File: config.mk
export PLATFORM = sky130hd
export DESIGN_NAME = pa_operand_streamer
export DESIGN_NICKNAME = d
export VERILOG_FILES = /design/src/rtl/pa_operand_streamer.sv
export SDC_FILE = /design/constraint.sdc
export NUM_CORES = 1
export LEC_CHECK = 0
export ABC_CLOCK_PERIOD_IN_PS = 3350
export CAP_MARGIN = 20
export CORE_AREA = 2 2 209 416
export CTS_CLUSTER_SIZE = 8
export DETAILED_ROUTE_END_ITERATION = 12
export DIE_AREA = 0 0 211 418
export GPL_TIMING_DRIVEN = 0
export PLACE_DENSITY = 0.58
export REMOVE_ABC_BUFFERS = 1
export SLEW_MARGIN = 20
export SYNTH_ARGS = -nofsm -noshare
export SYNTH_HDL_FRONTEND = slang
export SYNTH_HIERARCHICAL = 1
export SYNTH_SLANG_ARGS = --single-unit
File: constraint.sdc
create_clock -name clk -period 3.35 [get_ports clk]
set_input_delay 0.5025 -clock clk [delete_from_list [all_inputs] [get_ports clk]]
set_output_delay 0.5025 -clock clk [all_outputs]
set_load 0.02 [all_outputs]
File: src/rtl/pa_operand_streamer.sv
// pa_operand_streamer: memory-side partner of the processing-array sequencer.
// Prefetches weight and activation words from SRAM into two small FIFOs that
// feed the weight_rd/data_rd handshakes, and writes dst_wr results back to SRAM.
// Optional macro PA_STREAM_PERF_EN builds the starved-acquire cycle counter;
// when it is undefined stall_cycles is tied to zero.

// Small prefetch FIFO used once per read stream. Storage is not reset;
// occupancy and pointers are. The head is forced to zero when empty so the
// stream data outputs read as zero after reset and between words.
module pa_stream_fifo #(
  parameter int W     = 32,
  parameter int DEPTH = 4
) (
  input  logic                       clk,
  input  logic                       rst_n,
  input  logic                       push,
  input  logic [W-1:0]               push_data,
  input  logic                       pop,
  output logic [W-1:0]               head,
  output logic                       empty,
  output logic [$clog2(DEPTH):0]     count
);
  localparam int PW = $clog2(DEPTH);
  localparam int CW = PW + 1;

  logic [W-1:0]  mem [DEPTH];
  logic [PW-1:0] wr_ptr_reg;
  logic [PW-1:0] rd_ptr_reg;
  logic [CW-1:0] count_reg;

  // Storage write; the caller only pushes into a slot it reserved earlier.
  always_ff @(posedge clk) begin
    if (push) begin
      mem[wr_ptr_reg] <= push_data;
    end
  end

  // Pointers and occupancy; simultaneous push and pop leaves occupancy unchanged.
  always_ff @(posedge clk) begin
    if (!rst_n) begin
      wr_ptr_reg <= '0;
      rd_ptr_reg <= '0;
      count_reg  <= '0;
    end else begin
      if (push) wr_ptr_reg <= wr_ptr_reg + 1'b1;
      if (pop)  rd_ptr_reg <= rd_ptr_reg + 1'b1;
      case ({push, pop})
        2'b10:   count_reg <= count_reg + 1'b1;
        2'b01:   count_reg <= count_reg - 1'b1;
        default: count_reg <= count_reg;
      endcase
    end
  end

  assign empty = (count_reg == '0);
  assign count = count_reg;
  assign head  = empty ? '0 : mem[rd_ptr_reg];
endmodule

module pa_operand_streamer #(
  parameter int DATA_W     = 32,
  parameter int ADDR_W     = 16,
  parameter int FIFO_DEPTH = 4
) (
  input  logic              clk,
  input  logic              rst_n,
  input  logic              start,
  input  logic [ADDR_W-1:0] weight_base,
  input  logic [31:0]       weight_len,
  input  logic [ADDR_W-1:0] data_base,
  input  logic [31:0]       data_len,
  input  logic [ADDR_W-1:0] dst_base,
  input  logic [31:0]       dst_len,
  output logic              mem_rd_en,
  output logic [ADDR_W-1:0] mem_rd_addr,
  input  logic [DATA_W-1:0] mem_rd_data,
  output logic              mem_wr_en,
  output logic [ADDR_W-1:0] mem_wr_addr,
  output logic [DATA_W-1:0] mem_wr_data,
  output logic              weight_rd_rdy,
  input  logic              weight_rd_acq,
  output logic [DATA_W-1:0] weight_data,
  output logic              data_rd_rdy,
  input  logic              data_rd_acq,
  output logic [DATA_W-1:0] data_out,
  input  logic              dst_wr_rdy,
  output logic              dst_wr_acq,
  input  logic [DATA_W-1:0] dst_data,
  output logic              busy,
  output logic              done,
  output logic [31:0]       stall_cycles
);
  localparam int CW = $clog2(FIFO_DEPTH) + 1;
  localparam logic [CW-1:0] DEPTH_C = CW'(FIFO_DEPTH);

  typedef enum logic [1:0] {
    ST_IDLE = 2'd0,
    ST_RUN  = 2'd1,
    ST_DONE = 2'd2
  } state_t;

  state_t            state_reg;
  logic [ADDR_W-1:0] w_base_reg, d_base_reg, o_base_reg;
  logic [31:0]       w_len_reg, d_len_reg, o_len_reg;
  logic [31:0]       w_issued_reg, d_issued_reg;
  logic [31:0]       w_popped_reg, d_popped_reg;
  logic [31:0]       written_reg;
  // One-deep record of the read in flight: valid and which stream issued it.
  logic              pend_vld_reg;
  logic              pend_sel_reg;

  logic              run;
  logic              w_inflight, d_inflight;
  logic [CW-1:0]     w_count, d_count;
  logic              w_empty, d_empty;
  logic              w_elig, d_elig;
  logic              issue_w, issue_d;
  logic              w_push, d_push;
  logic              w_pop, d_pop;
  logic              wr_fire;
  logic              all_done;

  assign run        = (state_reg == ST_RUN);
  assign w_inflight = pend_vld_reg & ~pend_sel_reg;
  assign d_inflight = pend_vld_reg &  pend_sel_reg;

  // Eligibility counts the in-flight read as occupied, so a returning word
  // always has a free slot and the FIFO can never overflow.
  assign w_elig  = run && (w_issued_reg < w_len_reg) &&
                   ((w_count + {{(CW-1){1'b0}}, w_inflight}) < DEPTH_C);
  assign d_elig  = run && (d_issued_reg < d_len_reg) &&
                   ((d_count + {{(CW-1){1'b0}}, d_inflight}) < DEPTH_C);
  assign issue_w = w_elig;
  assign issue_d = d_elig & ~w_elig;

  assign mem_rd_en   = issue_w | issue_d;
  assign mem_rd_addr = issue_w ? (w_base_reg + w_issued_reg[ADDR_W-1:0]) :
                       issue_d ? (d_base_reg + d_issued_reg[ADDR_W-1:0]) : '0;

  assign w_push = w_inflight;
  assign d_push = d_inflight;

  assign weight_rd_rdy = ~w_empty;
  assign data_rd_rdy   = ~d_empty;
  assign w_pop         = weight_rd_rdy & weight_rd_acq;
  assign d_pop         = data_rd_rdy & data_rd_acq;

  assign dst_wr_acq  = run && (written_reg < o_len_reg);
  assign wr_fire     = dst_wr_rdy & dst_wr_acq;
  assign mem_wr_en   = wr_fire;
  assign mem_wr_addr = wr_fire ? (o_base_reg + written_reg[ADDR_W-1:0]) : '0;
  assign mem_wr_data = wr_fire ? dst_data : '0;

  assign all_done = (w_popped_reg == w_len_reg) && (d_popped_reg == d_len_reg) &&
                    (written_reg == o_len_reg);

  assign busy = run;
  assign done = (state_reg == ST_DONE);

  pa_stream_fifo #(.W(DATA_W), .DEPTH(FIFO_DEPTH)) u_w_fifo (
    .clk       (clk),
    .rst_n     (rst_n),
    .push      (w_push),
    .push_data (mem_rd_data),
    .pop       (w_pop),
    .head      (weight_data),
    .empty     (w_empty),
    .count     (w_count)
  );

  pa_stream_fifo #(.W(DATA_W), .DEPTH(FIFO_DEPTH)) u_d_fifo (
    .clk       (clk),
    .rst_n     (rst_n),
    .push      (d_push),
    .push_data (mem_rd_data),
    .pop       (d_pop),
    .head      (data_out),
    .empty     (d_empty),
    .count     (d_count)
  );

  // Job FSM with region registers, progress counters and the in-flight read record.
  always_ff @(posedge clk) begin
    if (!rst_n) begin
      state_reg    <= ST_IDLE;
      w_base_reg   <= '0;
      d_base_reg   <= '0;
      o_base_reg   <= '0;
      w_len_reg    <= '0;
      d_len_reg    <= '0;
      o_len_reg    <= '0;
      w_issued_reg <= '0;
      d_issued_reg <= '0;
      w_popped_reg <= '0;
      d_popped_reg <= '0;
      written_reg  <= '0;
      pend_vld_reg <= 1'b0;
      pend_sel_reg <= 1'b0;
    end else begin
      pend_vld_reg <= mem_rd_en;
      pend_sel_reg <= issue_d;
      case (state_reg)
        ST_IDLE: begin
          if (start) begin
            w_base_reg   <= weight_base;
            d_base_reg   <= data_base;
            o_base_reg   <= dst_base;
            w_len_reg    <= weight_len;
            d_len_reg    <= data_len;
            o_len_reg    <= dst_len;
            w_issued_reg <= '0;
            d_issued_reg <= '0;
            w_popped_reg <= '0;
            d_popped_reg <= '0;
            written_reg  <= '0;
            state_reg    <= ST_RUN;
          end
        end
        ST_RUN: begin
          if (issue_w) w_issued_reg <= w_issued_reg + 32'd1;
          if (issue_d) d_issued_reg <= d_issued_reg + 32'd1;
          if (w_pop)   w_popped_reg <= w_popped_reg + 32'd1;
          if (d_pop)   d_popped_reg <= d_popped_reg + 32'd1;
          if (wr_fire) written_reg  <= written_reg + 32'd1;
          if (all_done) state_reg <= ST_DONE;
        end
        ST_DONE: state_reg <= ST_IDLE;
        default: state_reg <= ST_IDLE;
      endcase
    end
  end

`ifdef PA_STREAM_PERF_EN
  logic [31:0] stall_reg;
  logic        stall_hit;

  assign stall_hit = run & ((weight_rd_acq & ~weight_rd_rdy) | (data_rd_acq & ~data_rd_rdy));

  // Saturating count of RUN cycles where the sequencer asked for a word that was not there.
  always_ff @(posedge clk) begin
    if (!rst_n) begin
      stall_reg <= '0;
    end else if ((state_reg == ST_IDLE) && start) begin
      stall_reg <= '0;
    end else if (stall_hit && (stall_reg != 32'hFFFF_FFFF)) begin
      stall_reg <= stall_reg + 32'd1;
    end
  end

  assign stall_cycles = stall_reg;
`else
  assign stall_cycles = '0;
`endif
endmodule

# Word level (Yosys, flattened, before mapping)
# Memories as Yosys holds them, arrays and structs flattened. A register that Yosys moved wholly into a read port is not among the register bits.
# Cells that the tools add are included.
classes:
  n_addsub: 18
  magnitude_cmp: 5
  n_eq_ne: 16
  muxes: 30
  bitwise_logic: 11
  reduce_logical: 20
op_table:
  columns: ["cell", "count"]
  rows:
  - ["32-bit case mux with 2 select lines", 5]
  - ["32-bit 2-to-1 mux", 9]
  - ["32-bit by 1-bit adder with 32-bit output (second input constant)", 5]
  - ["32-bit == test", 3]
  - ["32-bit < comparator", 3]
  - ["16-bit adder", 3]
  - ["16-bit 2-to-1 mux", 3]
  - ["3-bit AND reduction", 5]
  - ["2-bit 2-to-1 mux", 6]
  - ["2-bit by 1-bit inequality test with 1-bit output (second input constant)", 6]
  - ["3-bit case mux with 2 select lines", 2]
  - ["2-bit by 1-bit adder with 2-bit output (second input constant)", 4]
  - ["1-bit logical AND", 7]
  - ["3-bit by 1-bit adder with 3-bit output", 2]
  - ["3-bit by 1-bit adder with 3-bit output (second input constant)", 2]
  - ["1-bit AND", 6]
  - ["2-bit by 1-bit == test with 1-bit output (second input constant)", 3]
  - ["2-bit == test (second input constant)", 3]
  - ["3-bit zero test", 2]
  - ["3-bit < comparator (second input constant)", 2]
  - ["2-bit nonzero test", 3]
  - ["3-bit by 1-bit subtractor with 3-bit output (second input constant)", 2]
  - ["1-bit 2-to-1 mux", 4]
  - ["1-bit inverter", 4]
  - ["other kinds (5)", 6]
word_totals:
  register_bits: 322
  ram_bits: 256
  in_bits: 214
  out_inout_bits: 167
  memories: 2
mem_list:
  columns: ["memory", "depth", "width", "read_ports", "rd_clocked_by_memory_dff", "write_ports", "line", "text"]
  rows:
  - ["u_d_fifo.mem", 4, 32, 1, 1, 1, "26", "logic [W-1:0] mem [DEPTH];"]
  - ["u_w_fifo.mem", 4, 32, 1, 1, 1, "26", null]

# Depth between registers and ports, before layout
# Gate-level depths: netlist of the first run.
depth:
  word_depth: 9
  mapped_depth: 13
  depth_no_buf: 11

# Cells and area by module
# Netlist of the first run, hierarchy kept.
by_module_without_submodules:
  columns: ["module", "n_inst", "cells_each", "area_each_um2"]
  rows:
  - ["pa_operand_streamer", 1, 2399, 18890.6]
  - ["pa_stream_fifo", 2, 247, 5281.3]

# Worst setup path after synthesis of the first run
# OpenSTA, ideal clock, no wires.
synth_timing:
  path_type: "register to output"
  from: "register d_issued_reg[0]"
  to: "output mem_rd_addr[14]"
  t_arrival_ps: 2955
  required_ps: 2847
  path_slack_ps: -108
  stages_incl_launch_ff: 11
  path_buffers: 0
  cell_sequence: "dfxtp_1 -> ha_1 -> fa_1 -> a21o_1 -> a21o_1 -> a2111oi_4 -> o31ai_1 -> o211a_1 -> o21a_1 -> o21a_1 -> o31ai_1"
synth_via:
  elab_chain_len: 6
  word_cells_on_any_way: 7
  classes_between: "add/sub: 1; order compare: 1; mux: 2; bitwise: 1; reduce/logical: 2"
synth_lines:
  columns: ["element", "line", "text"]
  rows:
  - ["from (decl)", "105", "logic [31:0] w_issued_reg, d_issued_reg;"]
  - ["from (signal assigned)", "221", "if (issue_d) d_issued_reg <= d_issued_reg + 32'd1;"]
  - ["32-bit < comparator", "131", "assign d_elig = run && (d_issued_reg < d_len_reg) &&"]
  - ["1-bit logical AND (2 in series)", "131", null]
  - ["1-bit AND", "134", "assign issue_d = d_elig & ~w_elig;"]
  - ["16-bit 2-to-1 mux (*)", "138", "issue_d ? (d_base_reg + d_issued_reg[ADDR_W-1:0]) : '0;"]
  - ["16-bit 2-to-1 mux (*)", "137", "assign mem_rd_addr = issue_w ? (w_base_reg + w_issued_reg[ADDR_W-1:0]) :"]
  - ["to (decl)", "75", "output logic [ADDR_W-1:0] mem_rd_addr,"]
# Every way passes the cells marked *; elsewhere a longest branch is shown, timed or not.

# Worst setup path after layout of the first run
# Same ends and word-level chain as after synthesis.

==> results of run 1 <==
logic make-up after synthesis:
group           after synthesis  synth area share
buf+inv                     311            0.0477
compound gates              520             0.117
mux                          88            0.0571
other cells                   1          0.000127
flops                       582             0.483
simple gates               1053             0.173
fa+ha+maj                   159            0.0688
xor+xnor                    179            0.0532
what timing repair did:
| item | CTS | global route |
|---|---|---|
| endpoints found under the setup margin | 138 | 72 |
| gates cloned | 13 | 2 |
| resized for setup | 768 | 100 |
| pin swaps | 112 | 78 |
| buffers inserted | 77 | 34 |
layout by cell type (no fill, tap or decap), drive strengths merged, types with 32 or more instances in the layout:
| cell | n |
|---|---|
| nor3 | 35 |
| nand2 | 433 |
| nor2 | 145 |
| edfxtp | 256 |
| a21o | 53 |
| o21ai | 62 |
| nand3 | 90 |
| xnor2 | 67 |
| conb | 32 |
| clkbuf | 106 |
| ha | 154 |
| nand4 | 58 |
| or3 | 45 |
| a21oi | 224 |
| buf | 213 |
| and2 | 68 |
| inv | 146 |
| clkdlybuf4s50 | 280 |
| nor2b | 76 |
| and3 | 37 |
| mux4 | 64 |
| dfxtp | 326 |
| xor2 | 112 |
power by group:
part	internal, W	switching [W]	leakage (nW)	total (W)
Sequential	0.00762	0.000179	5.01	0.00780
Clock	0.00447	0.00322	1.11	0.00769
Combinational	0.00175	0.00201	8.71	0.00376
per-layer routing:
metal	up-vias	track usage
met4	6	0.139
met5	-	0
li1	11200	-
met2	649	0.381
met3	206	0.0289
met1	11300	0.221
cell usage after synthesis (12+ instances only):
master,count
a21o_1,53
xnor2_1,67
a21oi_1,220
edfxtp_1,256
o31ai_1,13
inv_1,142
clkbuf_1,86
and4_1,12
ha_1,154
nand4_1,57
and3_1,37
or3_1,45
a211oi_1,13
nand3_1,89
nor2_1,144
buf_4,36
nand2_1,431
dfxtp_1,326
o2111ai_1,19
o211ai_1,22
mux4_2,64
nor2b_1,76
a221o_1,12
mux2i_1,24
and2_1,66
xor2_1,112
buf_2,28
nor3_1,34
o21ai_0,49
nor4_1,19
critical path, cell delays in order (launching register included):
cell	delay [ps]
dfxtp_4	350
ha_4	160
fa_2	350
a21o_1	160
a21o_1	200
a2111oi_4	380
o31ai_2	110
o211a_1	220
o21a_1	180
o21a_1	210
o31ai_4	230
buf_6	160
through the flow:
stage,setup TNS (ps),util
after CTS,-16290,0.461
after global placement,-3001580,0.395
final,-13350,0.468
after global routing,-19610,0.468
after detailed placement,-73490,0.406
after floorplan,-898070,-
area by class of cell:
class	instances	share of cell area
inverter	145	0.0145
tap	1071	0.0338
sequential	582	0.363
timing repair buffer	499	0.138
clock buffer	103	0.0537
timing repair inverter	5	0.00180
antenna	2	0.000126
clock inverter	7	0.00495
multi-input combinational	2034	0.390
path summary, 6_finish.rpt:
path / startpoint / endpoint / slack, ps / cells past startpoint
max: d_issued_reg[0]$_SDFFE_PN0P_ / mem_rd_addr[14] / -560 / 11
min: rst_n / written_reg[11]$_SDFFE_PN0P_ / 340 / 3
max reg2reg: w_issued_reg[1]$_SDFFE_PN0P_ / w_issued_reg[15]$_SDFFE_PN0P_ / 60 / 14
min reg2reg: o_len_reg[23]$_SDFFE_PN0P_ / o_len_reg[23]$_SDFFE_PN0P_ / 450 / 2
==> qor.csv, run 1 <==
stage;metric;value;unit
status;status;finished, violations left;
status;failing checks;negative setup slack;
global_routing;number of global-route vias before repair;23500;
worst_setup_path;startpoint types;flip-flop;
logic_synthesis;synthesized flop and latch total;582;
timing;max_slew headroom;0.463;
logic_synthesis;Area contributors post-synth;edfxtp_1, dfxtp_1, ha_1;
drt;via count;23300;
logic_synthesis;Yosys cell types;87;
timing;WHS;338;ps
global_routing;global-route wire length before repair;140;mm
logic_synthesis;Primary FF master, synth;dfxtp_1;
timing;final setup violation count;66;
timing;Worst Skew;56.5;ps
layout;Fillers;7759;
logic_synthesis;Synth top area share;0.261;
logic_synthesis;Synth area leader;edfxtp_1;
worst_hold_path;Worst Hold Class;in -> reg;
drt;met3 wire len;3.77;mm
layout;number of nets in the layout;3722;
floorplanning;Die Footprint;88200;um^2
drt;Top Metal Used;met5;
place;placer's final routability congestion estimate;0.886;
cts;Root Driver;clkbuf_16;
logic_synthesis;Post-synth EDFFs;256;
cts;CTS Buf Count;82;
timing;final hold viol count;0;
pwr;Final Power;0.0192;W
cts;CTS tree;built;
global_routing;largest net degree at the start of global routing;108;
cts;Skew-Pair Late Insertion Delay;680;ps
drt;met2 routed WL;49.0;mm
logic_synthesis;mapped cell area;29500;um^2
floorplanning;Die Span Y;418;um
global_routing;GR Overflow Total;0;
layout;area occupied by multi-input gates;15500;um^2
timing;RSZ-0062 raised after global routing;yes;
drt;1st-iter DRT viols;1193;
pwr;Power Density;485;nW/um^2
layout;fraction of layout instances using a drive strength above 1;0.213;
layout;register area;14400;um^2
place;DP HPWL;62.7;mm
cts;Clock Tree Buf Depth;3;
logic_synthesis;sequential area share after synthesis;0.483;
floorplanning;Die W;211;um
place;buffers added on ports;348;
layout;biggest regs;u_d_fifo/mem: 128 flops, u_w_fifo/mem: 128 flops;
layout;cell area after layout;39700;um^2
pwr;Leak;14.8;nW
floorplanning;Initial Util;0.347;
job;Max-Cap Viols;0;
worst_setup_path;Worst EP arrival;3410;ps
drt;wire length per cell;20.9;um
place;dpl ws;-1180;ps
place;Placed Cells incl. Taps;4216;
drt;DRC;0;
layout;non-filler cells, final;4448;
layout;Area Overhead vs Synth;34.6;%
worst_setup_path;CP required;2850;ps
worst_setup_path;CP endpoint kind;output pin;
drt;total wire length;93.1;mm
logic_synthesis;Post-Synthesis Cells;2893;
cts;H-tree depth;3;
timing;fin. max-slew vios;0;
timing;f_max;0.256;GHz
timing;min Tclk post-route;3910;ps
worst_setup_path;CP Max Fanout;2;
logic_synthesis;Syn Area/Cell;10.2;um^2
timing;final worst-path cycle share;1.17;
floorplanning;Cell Rows;151;
floorplanning;IO Pins;381;
timing;Least-Margin Pin Slew;806;ps
floorplanning;Core Area;84800;um^2
worst_setup_path;Crit Path Category;reg -> out;
drt;First-pass DRT Iterations;5;
global_routing;GRT Resource Usage Total;0.209;
logic_synthesis;Yosys warning count;6;
place;Area after DPL;34400;um^2
pwr;VDD IR-drop max;0.352;mV
drt;via/cell ratio;5.25;
cts;cts hold-fix bufs;0;
drt;Post-Route M1 WL;34.2;mm
cts;Clock transition at path regs;50;ps
drt;post-route ant nets;0;
timing;Setup WS post-layout;-560;ps
logic_synthesis;share of synthesized flip-flops with an asynchronous set or reset;0;
cts;clock sink count;582;
global_routing;initial antenna violation count;7;
No activity file was read; power rests on OpenSTA's default activity.
==> run 2, diff against run 1 <==
--- a/config.mk
+++ b/config.mk
@@ -7,10 +7,10 @@
 export LEC_CHECK = 0
 export ABC_CLOCK_PERIOD_IN_PS = 3350
 export CAP_MARGIN = 20
-export CORE_AREA = 2 2 209 416
+export CORE_AREA = 5 5 212 419
 export CTS_CLUSTER_SIZE = 8
 export DETAILED_ROUTE_END_ITERATION = 12
-export DIE_AREA = 0 0 211 418
+export DIE_AREA = 0 0 217 424
 export GPL_TIMING_DRIVEN = 0
 export PLACE_DENSITY = 0.58
 export REMOVE_ABC_BUFFERS = 1
==> run 2 against run 1 <==
The flow still finishes with violations (negative setup slack). Register-to-register slack improved by 90 ps. Largest power group unchanged. Worst setup slack got worse by 1.6 ps. Clock skew decreased by 4.2 ps. Critical path depth unchanged. Core utilization decreased by 0.44 points. Non-clock buffer count increased by 2. Critical path type unchanged.
==> qor.csv, run 2 (synthesis gave the netlist of run 1 again) <==
stage;metric;value;unit;change
layout;Fillers;7782;;+0.30%
cts;Root Driver;clkbuf_16;;
timing;fin. max-slew vios;0;;unchanged
cts;CTS Buf Count;82;;unchanged
drt;via count;23200;;-0.53%
global_routing;initial antenna violation count;4;;-3
status;status;finished, violations left;;
global_routing;largest net degree at the start of global routing;93;;-14%
drt;post-route ant nets;0;;unchanged
floorplanning;Die Span Y;424;um;+1.4%
pwr;Leak;14.8;nW;-0.22%
floorplanning;Die W;217;um;+2.8%
global_routing;global-route wire length before repair;135;mm;-3.1%
drt;via/cell ratio;5.22;;-0.55%
timing;WHS;304;ps;-34.4 ps
drt;wire length per cell;20.0;um;-4.6%
pwr;Power Density;484;nW/um^2;-0.23%
global_routing;GRT Resource Usage Total;0.187;;-0.0218
timing;f_max;0.256;GHz;about the same
drt;1st-iter DRT viols;1430;;+20%
place;dpl ws;-1690;ps;-514 ps
timing;Worst Skew;52.2;ps;-4.25 ps
floorplanning;Cell Rows;152;;+0.66%
layout;most frequent cells in the layout;nand2_1, clkdlybuf4s50_1, edfxtp_1;;
pwr;VDD IR-drop max;0.320;mV;-9.2%
drt;total wire length;88.8;mm;-4.6%
floorplanning;IO Pins;381;;unchanged
timing;min Tclk post-route;3910;ps;+1.58 ps
worst_setup_path;CP endpoint kind;output pin;;
worst_setup_path;CP required;2850;ps;about the same
cts;Skew-Pair Late Insertion Delay;680;ps;about the same
worst_setup_path;CP Max Fanout;3;;+1
place;placer's final routability congestion estimate;0.833;;-6.0%
place;buffers added on ports;348;;unchanged
layout;biggest regs;u_d_fifo/mem: 128 flops, u_w_fifo/mem: 128 flops;;
layout;post-layout util;0.463;;-0.00435
global_routing;number of global-route vias before repair;22800;;-3.1%
layout;cell area after layout;39500;um^2;-0.27%
worst_setup_path;startpoint types;flip-flop;;
timing;max_slew headroom;0.301;;-0.162
place;DP HPWL;59.0;mm;-5.9%
floorplanning;Die Footprint;92000;um^2;+4.3%
worst_setup_path;Crit Path Category;reg -> out;;
floorplanning;Core Area;85400;um^2;+0.66%
cts;clock sink count;582;;unchanged
layout;most common cell after layout, fill and taps aside;nand2_1;;
layout;fraction of layout instances using a drive strength above 1;0.211;;-0.00193
cts;CTS tree;built;;
cts;Clock transition at path regs;60;ps;about the same
timing;final hold viol count;0;;unchanged
cts;H-tree depth;3;;unchanged
place;Area after DPL;34400;um^2;about the same
layout;Area Overhead vs Synth;34.3;%;
timing;Setup WS post-layout;-562;ps;-1.58 ps
cts;Clock Tree Buf Depth;3;;unchanged
layout;area occupied by multi-input gates;15400;um^2;-0.62%
worst_hold_path;Worst Hold Class;in -> reg;;
layout;register area;14400;um^2;+0.36%
pwr;Final Power;0.0191;W;-0.50%
status;failing checks;negative setup slack;;
timing;Least-Margin Pin Slew;1050;ps;+240 ps
drt;First-pass DRT Iterations;5;;unchanged
timing;RSZ-0062 raised after global routing;yes;;
floorplanning;Initial Util;0.345;;-0.00228
worst_setup_path;Worst EP arrival;3410;ps;about the same
global_routing;GR Overflow Total;0;;unchanged
job;Max-Cap Viols;0;;unchanged
timing;final worst-path cycle share;1.17;;about the same
drt;DRC;0;;unchanged
timing;final setup violation count;65;;-1.5%
layout;number of nets in the layout;3723;;+0.027%
run 2: routing by layer:
| layer | up-vias | track usage | routed length [um] |
|---|---|---|---|
| met5 | - | 0 | 0 |
| met4 | 0 | 0.0603 | 2150 |
| met3 | 121 | 0.0400 | 5910 |
| met2 | 700 | 0.289 | 40200 |
| met1 | 11200 | 0.262 | 40500 |
| li1 | 11200 | - | - |
run 2: timing repair:
action	in CTS	in global routing
gates cloned	9	2
endpoints found under the setup margin	132	94
hold buffers	0	0
resized for setup	746	125
setup buffers	87	34
pin swaps	70	98
run 2: final cells by class:
class	count	share of cell area
multi-input cells	2033	0.388
flip-flops and latches	582	0.365
diodes	3	0.000190
inverters	145	0.0147
repair buffers	501	0.137
clock buffers	95	0.0531
clock inverters	7	0.00531
well taps	1078	0.0341
repair inverters	5	0.00180
run 2: critical path, stage by stage, from the launching register on:
cell and delay, ps:
dfxtp_4 370, ha_4 160, fa_2 340, a21o_1 170, a21o_1 210, a2111oi_4 340
o31ai_2 120, o211a_1 240, o21a_1 180, o21a_1 200, o31ai_4 230, buf_6 160
run 2: path summary, 6_finish.rpt:
check                               start                       endpoint  slack, ps  cells after the start
max reg2reg  w_issued_reg[2]$_SDFFE_PN0P_  w_issued_reg[27]$_SDFFE_PN0P_        150                     14
min reg2reg    o_len_reg[20]$_SDFFE_PN0P_     o_len_reg[20]$_SDFFE_PN0P_        450                      2
min                                 rst_n   w_issued_reg[0]$_SDFFE_PN0P_        300                      2
max          d_issued_reg[0]$_SDFFE_PN0P_                mem_rd_addr[14]       -560                     11
run 2: power by group:
part           switching, W  internal [W]  leakage (nW)  total, W
Sequential         0.000195       0.00761          5.01   0.00780
Combinational       0.00197       0.00171          8.68   0.00367
Clock               0.00324       0.00443          1.11   0.00767
run 2: stage by stage:
stage | std cells | setup TNS, ps
2_1_floorplan | 2758 | -898070
3_3_place_gp | 4184 | -2854500
4_1_cts | 4420 | -14700
5_1_grt | 4448 | -23660
6_report | 4449 | -15490
3_5_place_dp | 4224 | -111200
